--- config.mk ---
export PLATFORM = sky130hd
export DESIGN_NAME = lfsr_prng_flat
export DESIGN_NICKNAME = d
export VERILOG_FILES = /design/src/rtl/lfsr_prng_if.sv /design/src/rtl/lfsr_prng.sv /design/src/flat_wrapper.sv
export SDC_FILE = /design/constraint.sdc
export NUM_CORES = 1
export LEC_CHECK = 0
export BUFFER_PORTS_ARGS = -buffer_cell sky130_fd_sc_hd__buf_2
export CAP_MARGIN = 20
export CORE_MARGIN = 1
export CORE_UTILIZATION = 24
export CTS_CLUSTER_SIZE = 30
export DETAILED_ROUTE_END_ITERATION = 8
export PLACE_DENSITY = 0.47
export SLEW_MARGIN = 20
export SYNTH_ARGS = -nofsm -noshare
export SYNTH_HDL_FRONTEND = slang
export SYNTH_SLANG_ARGS = --single-unit
--- constraint.sdc ---
create_clock -name clk -period 1.7 [get_ports clk]
set_input_delay 0.17 -clock clk [delete_from_list [all_inputs] [get_ports clk]]
set_output_delay 0.17 -clock clk [all_outputs]
set_load 0.005 [all_outputs]
--- src/rtl/lfsr_prng_if.sv ---
// Output word stream of lfsr_prng: packed word with a valid/ready handshake.
interface lfsr_prng_if #(
    parameter int OUT_BITS = 8
) ();
    logic [OUT_BITS-1:0] out_data;
    logic                out_valid;
    logic                out_ready;

    modport master (output out_data, output out_valid, input out_ready);
    modport slave  (input out_data, input out_valid, output out_ready);
endinterface

--- src/rtl/lfsr_prng.sv ---
// Fibonacci LFSR bit generator packing OUT_BITS bits per word onto a valid/ready stream.
// Optional lock-up recovery (all-zero state forced back to SEED) is enabled by defining LFSR_PRNG_LOCKUP_EN.
module lfsr_prng #(
    parameter int               WIDTH    = 16,
    parameter logic [WIDTH-1:0] TAPS     = 16'hB400,
    parameter logic [WIDTH-1:0] SEED     = {{(WIDTH-1){1'b0}}, 1'b1},
    parameter int               OUT_BITS = 8
) (
    input  logic             clk,
    input  logic             rst,
    input  logic             en,
    input  logic             load,
    input  logic [WIDTH-1:0] load_data,
    output logic             q,
    output logic [WIDTH-1:0] state,
    lfsr_prng_if.master      stream
);
    localparam int             CW   = (OUT_BITS > 1) ? $clog2(OUT_BITS) : 1;
    localparam int             ACW  = (OUT_BITS > 1) ? OUT_BITS - 1 : 1;
    localparam logic [CW-1:0]  LAST = CW'(OUT_BITS - 1);

    typedef enum logic {FILL, HOLD} fsm_t;

    fsm_t                fsm_reg;
    logic [WIDTH-1:0]    sr_reg;
    logic [CW-1:0]       cnt_reg;
    logic [ACW-1:0]      acc_reg;
    logic [OUT_BITS-1:0] out_data_reg;
    logic                out_valid_reg;

    logic                fb;
    logic [WIDTH-1:0]    sr_step;
    logic [OUT_BITS-1:0] word_shift;
    logic                zero_fix;
    logic [WIDTH-1:0]    load_val;
    logic                handshake;
    logic                do_step;
    logic [CW-1:0]       cnt_base;
    logic                word_done;

    assign fb      = ^(sr_reg & TAPS);
    assign sr_step = {sr_reg[WIDTH-2:0], fb};

    // Accumulator holds the bits captured so far; the word is completed by the current MSB.
    generate
        if (OUT_BITS > 1) begin : g_pack
            assign word_shift = {acc_reg, sr_reg[WIDTH-1]};
        end else begin : g_pack1
            assign word_shift = sr_reg[WIDTH-1];
        end
    endgenerate

`ifdef LFSR_PRNG_LOCKUP_EN
    assign zero_fix = (sr_reg == '0);
    assign load_val = (load_data == '0) ? SEED : load_data;
`else
    assign zero_fix = 1'b0;
    assign load_val = load_data;
`endif

    assign handshake = out_valid_reg & stream.out_ready;
    // In HOLD a step is only allowed in the cycle the held word is accepted; it starts the next word.
    assign do_step   = en & ~zero_fix & ((fsm_reg == FILL) | handshake);
    assign cnt_base  = (fsm_reg == HOLD) ? '0 : cnt_reg;
    assign word_done = do_step & (cnt_base == LAST);

    always_ff @(posedge clk) begin
        if (rst) begin
            sr_reg        <= SEED;
            cnt_reg       <= '0;
            acc_reg       <= '0;
            out_data_reg  <= '0;
            out_valid_reg <= 1'b0;
            fsm_reg       <= FILL;
        end else if (load) begin
            sr_reg        <= load_val;
            cnt_reg       <= '0;
            out_valid_reg <= 1'b0;
            fsm_reg       <= FILL;
        end else begin
            if (zero_fix) begin
                sr_reg <= SEED;
            end else if (do_step) begin
                sr_reg <= sr_step;
            end

            if (fsm_reg == HOLD && handshake) begin
                out_valid_reg <= 1'b0;
                fsm_reg       <= FILL;
            end

            if (do_step) begin
                acc_reg <= word_shift[ACW-1:0];
                if (word_done) begin
                    out_data_reg  <= word_shift;
                    out_valid_reg <= 1'b1;
                    cnt_reg       <= '0;
                    fsm_reg       <= HOLD;
                end else begin
                    cnt_reg <= cnt_base + CW'(1);
                end
            end
        end
    end

    assign q                = sr_reg[WIDTH-1];
    assign state            = sr_reg;
    assign stream.out_data  = out_data_reg;
    assign stream.out_valid = out_valid_reg;
endmodule

--- src/flat_wrapper.sv ---
// flat-port wrapper written by rule: the top's interface ports become plain ports
module lfsr_prng_flat 
#(
    parameter int               WIDTH    = 16,
    parameter logic [WIDTH-1:0] TAPS     = 16'hB400,
    parameter logic [WIDTH-1:0] SEED     = {{(WIDTH-1){1'b0}}, 1'b1},
    parameter int               OUT_BITS = 8
)
  (clk, rst, en, load, load_data, q, state, stream_out_data, stream_out_valid, stream_out_ready);
  lfsr_prng_if #(.OUT_BITS(OUT_BITS)) stream_i ();
  input  logic clk;
  input  logic rst;
  input  logic en;
  input  logic load;
  input  logic [WIDTH-1:0] load_data;
  output logic q;
  output logic [WIDTH-1:0] state;
  output wire logic [$bits(stream_i.out_data)-1:0] stream_out_data;
  output wire logic [$bits(stream_i.out_valid)-1:0] stream_out_valid;
  input wire logic [$bits(stream_i.out_ready)-1:0] stream_out_ready;
  assign stream_out_data = stream_i.out_data;
  assign stream_out_valid = stream_i.out_valid;
  assign stream_i.out_ready = stream_out_ready;
  lfsr_prng #(.WIDTH(WIDTH), .TAPS(TAPS), .SEED(SEED), .OUT_BITS(OUT_BITS)) u_core (.clk(clk), .rst(rst), .en(en), .load(load), .load_data(load_data), .q(q), .state(state), .stream(stream_i));
endmodule
==> out/qor.yml <==
detailed_routing:
  dr_total_vias: 1393
  dr.pass1.iters: 4
  ant_nets: 0
  vias_per_cell: 4.58
  drt-total-wl_um: 3880
  drt_iter0_markers: 75
  drc: 0
  wl_per_cell_um: 12.8
floorplan:
  dieHeight_um: 85.3
  rows: 29
  dieArea_mm2: 0.00727
  core_mm2: 0.00653
  pin_count: 47
  die_w_um: 85.3
  start_util: 0.255
yosys:
  syn-num-nets: 202
  ys_seq_area_frac: 0.433
  ys_ff_latch: 36
  yosysUniqueCellTypes: 27
  yosysWarnings: 0
  netlist_instances: 179
  synth.avg_cell_area_um2: 9.30
  netlist_area_mm2: 0.00166
sta:
  hold_viol_final: 0
  max_slew_margin: 0.694
  post-route-period-util: 0.904
  worstMarginPinSlew_ns: 0.458
  fin_crit_ns: 1.54
  max_freq_ghz: 0.651
  whs_ns: 0.122
  tns_ns: 0
  setup_viol: 0
  finalMaxSlewViolations: 0
  fin_skew_ns: 0.0140
  rsz0062_at_grt: "no"
critical_path:
  arrival_ns: 1.70
  crit_path_end_kind: "flop"
  critPathRequiredTime_ns: 1.86
  regToRegSetupSlack_ns: 0.16
  path_class: "reg -> reg"
  path_max_fanout: 8
  cp-start-kind: "flop"
power_and_ir_drop:
  switching_share: 0.250
  power.switching_mw: 0.474
  vdd.ir_drop.worst_uv: 342
  p_int_mw: 1.43
  pwr-share-comb: 0.128
  clkPwrFrac: 0.396
  p_leak_nw: 0.870
  seqPwrFrac: 0.477
  powerDensity_mw_per_mm2: 897
outcome:
  status: "finished clean"
run:
  cap_viol_max_count: 0
final_layout:
  mostFrequentLayoutCell: "buf_2"
  multi_input_area_um2: 826
  seqCellArea_um2: 722
  finalNonFillerCells: 304
  finalInstanceArea_mm2: 0.00212
  final_cell_mix: "buf_2 (46), dfxtp_1 (35), nor3_1 (24)"
  fin_nets: 249
  largest_register_ffs: 16
  final_util: 0.325
  drive_gt1_frac: 0.357
  num_antenna_cells: 0
  area_growth_pct: 27.4
  fillers: 702
global_route:
  antenna_found_initial: 0
  grt_pass1_wl_um: 6300
  grt_start_max_net_pins: 52
  grt_usage: 0.113
  grt_pass1_vias: 1279
  grt-ovfl-total: 0
cts:
  ctsHoldBuffers: 0
  clk_pin_slew_ns: 0.08
  cts_num_sinks: 36
  cts_tree: "built"
  numCtsBuffers: 5
  root_buffer: "clkbuf_8"
  cts_buffer_depth: 2
  htreeDepth: 2
  clk-insertion-delay-late_ns: 0.29
placement:
  detailed_place_hpwl_um: 2700
  port_buffers: 46
  place_area_mm2: 0.00201
  gp_congestion: 0.754
  dp.cells: 296
hold_path:
  hp-class: "in -> reg"
[synth_stat cells]
master,n,area [um2]
nor2b_1,7,43.8
a21oi_1,13,65.1
nor2_1,13,48.8
mux2i_1,9,90.1
dfxtp_1,36,721
xor2_1,1,8.76
a211oi_1,1,7.51
nand3b_1,1,7.51
buf_6,1,11.3
xnor2_1,2,17.5
ha_1,2,25.0
or2b_4,1,11.3
o21ai_1,8,40.0
and2b_1,1,7.51
a2111oi_2,14,210
clkbuf_1,4,15.0
nand2_1,16,60.1
nor3_4,1,16.3
nor3b_2,1,12.5
buf_4,4,30.0
and3_1,1,6.26
or2_1,1,6.26
inv_1,11,41.3
a21boi_4,1,18.8
buf_1,2,7.51
buf_2,3,15.0
nor3_1,24,120
[timing repair]
action | 4_1_cts | 5_1_grt
hold endpoints to repair | 0 | 0
setup endpoints to repair | 0 | 8
gates resized for setup | 0 | 2
buffers inserted | 0 | 0
[area by class of cell]
| type | instances | share of cell area |
|---|---|---|
| timing repair buffer | 54 | 0.155 |
| sequential | 36 | 0.340 |
| inverter | 11 | 0.0195 |
| clock buffer | 6 | 0.0342 |
| tap | 77 | 0.0454 |
| multi-input combinational | 118 | 0.389 |
| clock inverter | 2 | 0.0165 |
[power by group through the flow]
stage | combinational, mW | sequential [mW] | clock [mW]
after floorplan | 0.154 | 0.924 | 0
after global placement | 0.249 | 0.926 | 0
after detailed placement | 0.247 | 0.927 | 0
after CTS | 0.248 | 0.907 | 0.773
after global routing | 0.270 | 0.911 | 0.824
final | 0.243 | 0.906 | 0.752
[kinds of logic after synthesis]
group / after synthesis / synth area share
and+or+nand+nor: 67 / 0.205
muxes: 9 / 0.0541
AOI/OAI and AO/OA: 37 / 0.205
xor gates and xnor gates: 3 / 0.0158
DFF: 36 / 0.433
adders and majority gates: 2 / 0.0150
buffers and inverters: 25 / 0.0722
[path summary, 6_finish.rpt]
check,startpoint,depth (start not counted),endpoint
max,u_core.fsm_reg$_SDFF_PP0_,8,u_core.stream.out_data[5]$_SDFFE_PP0P_
max reg2reg,u_core.fsm_reg$_SDFF_PP0_,8,u_core.stream.out_data[5]$_SDFFE_PP0P_
min reg2reg,u_core.cnt_reg[2]$_SDFFE_PP0P_,2,u_core.cnt_reg[2]$_SDFFE_PP0P_
min,load_data[0],3,u_core.state[0]$_SDFFE_PP1P_
[stage by stage]
stage / setup WS [ns] / power (mW)
floorplan: 0.0889 / 1.08
global placement: 0.164 / 1.18
detailed placement: 0.134 / 1.17
CTS: 0.0934 / 1.93
global route: 0.00995 / 2.00
finish: 0.163 / 1.90
[worst max-delay path, stage by stage (launching register included)]
cell	delay [ns]
dfxtp_2	0.35
nor2b_2	0.13
ha_1	0.15
ha_1	0.16
nand2_1	0.08
nor3_4	0.15
buf_12	0.16
mux2i_1	0.18
nor2_1	0.05
[routing by layer]
metal	track usage	routed length [um]
met1	0.142	1840
met2	0.173	1790
met3	0.0360	177
met4	0.0545	74
met5	0	0
Power figures use the tool's default switching activity.
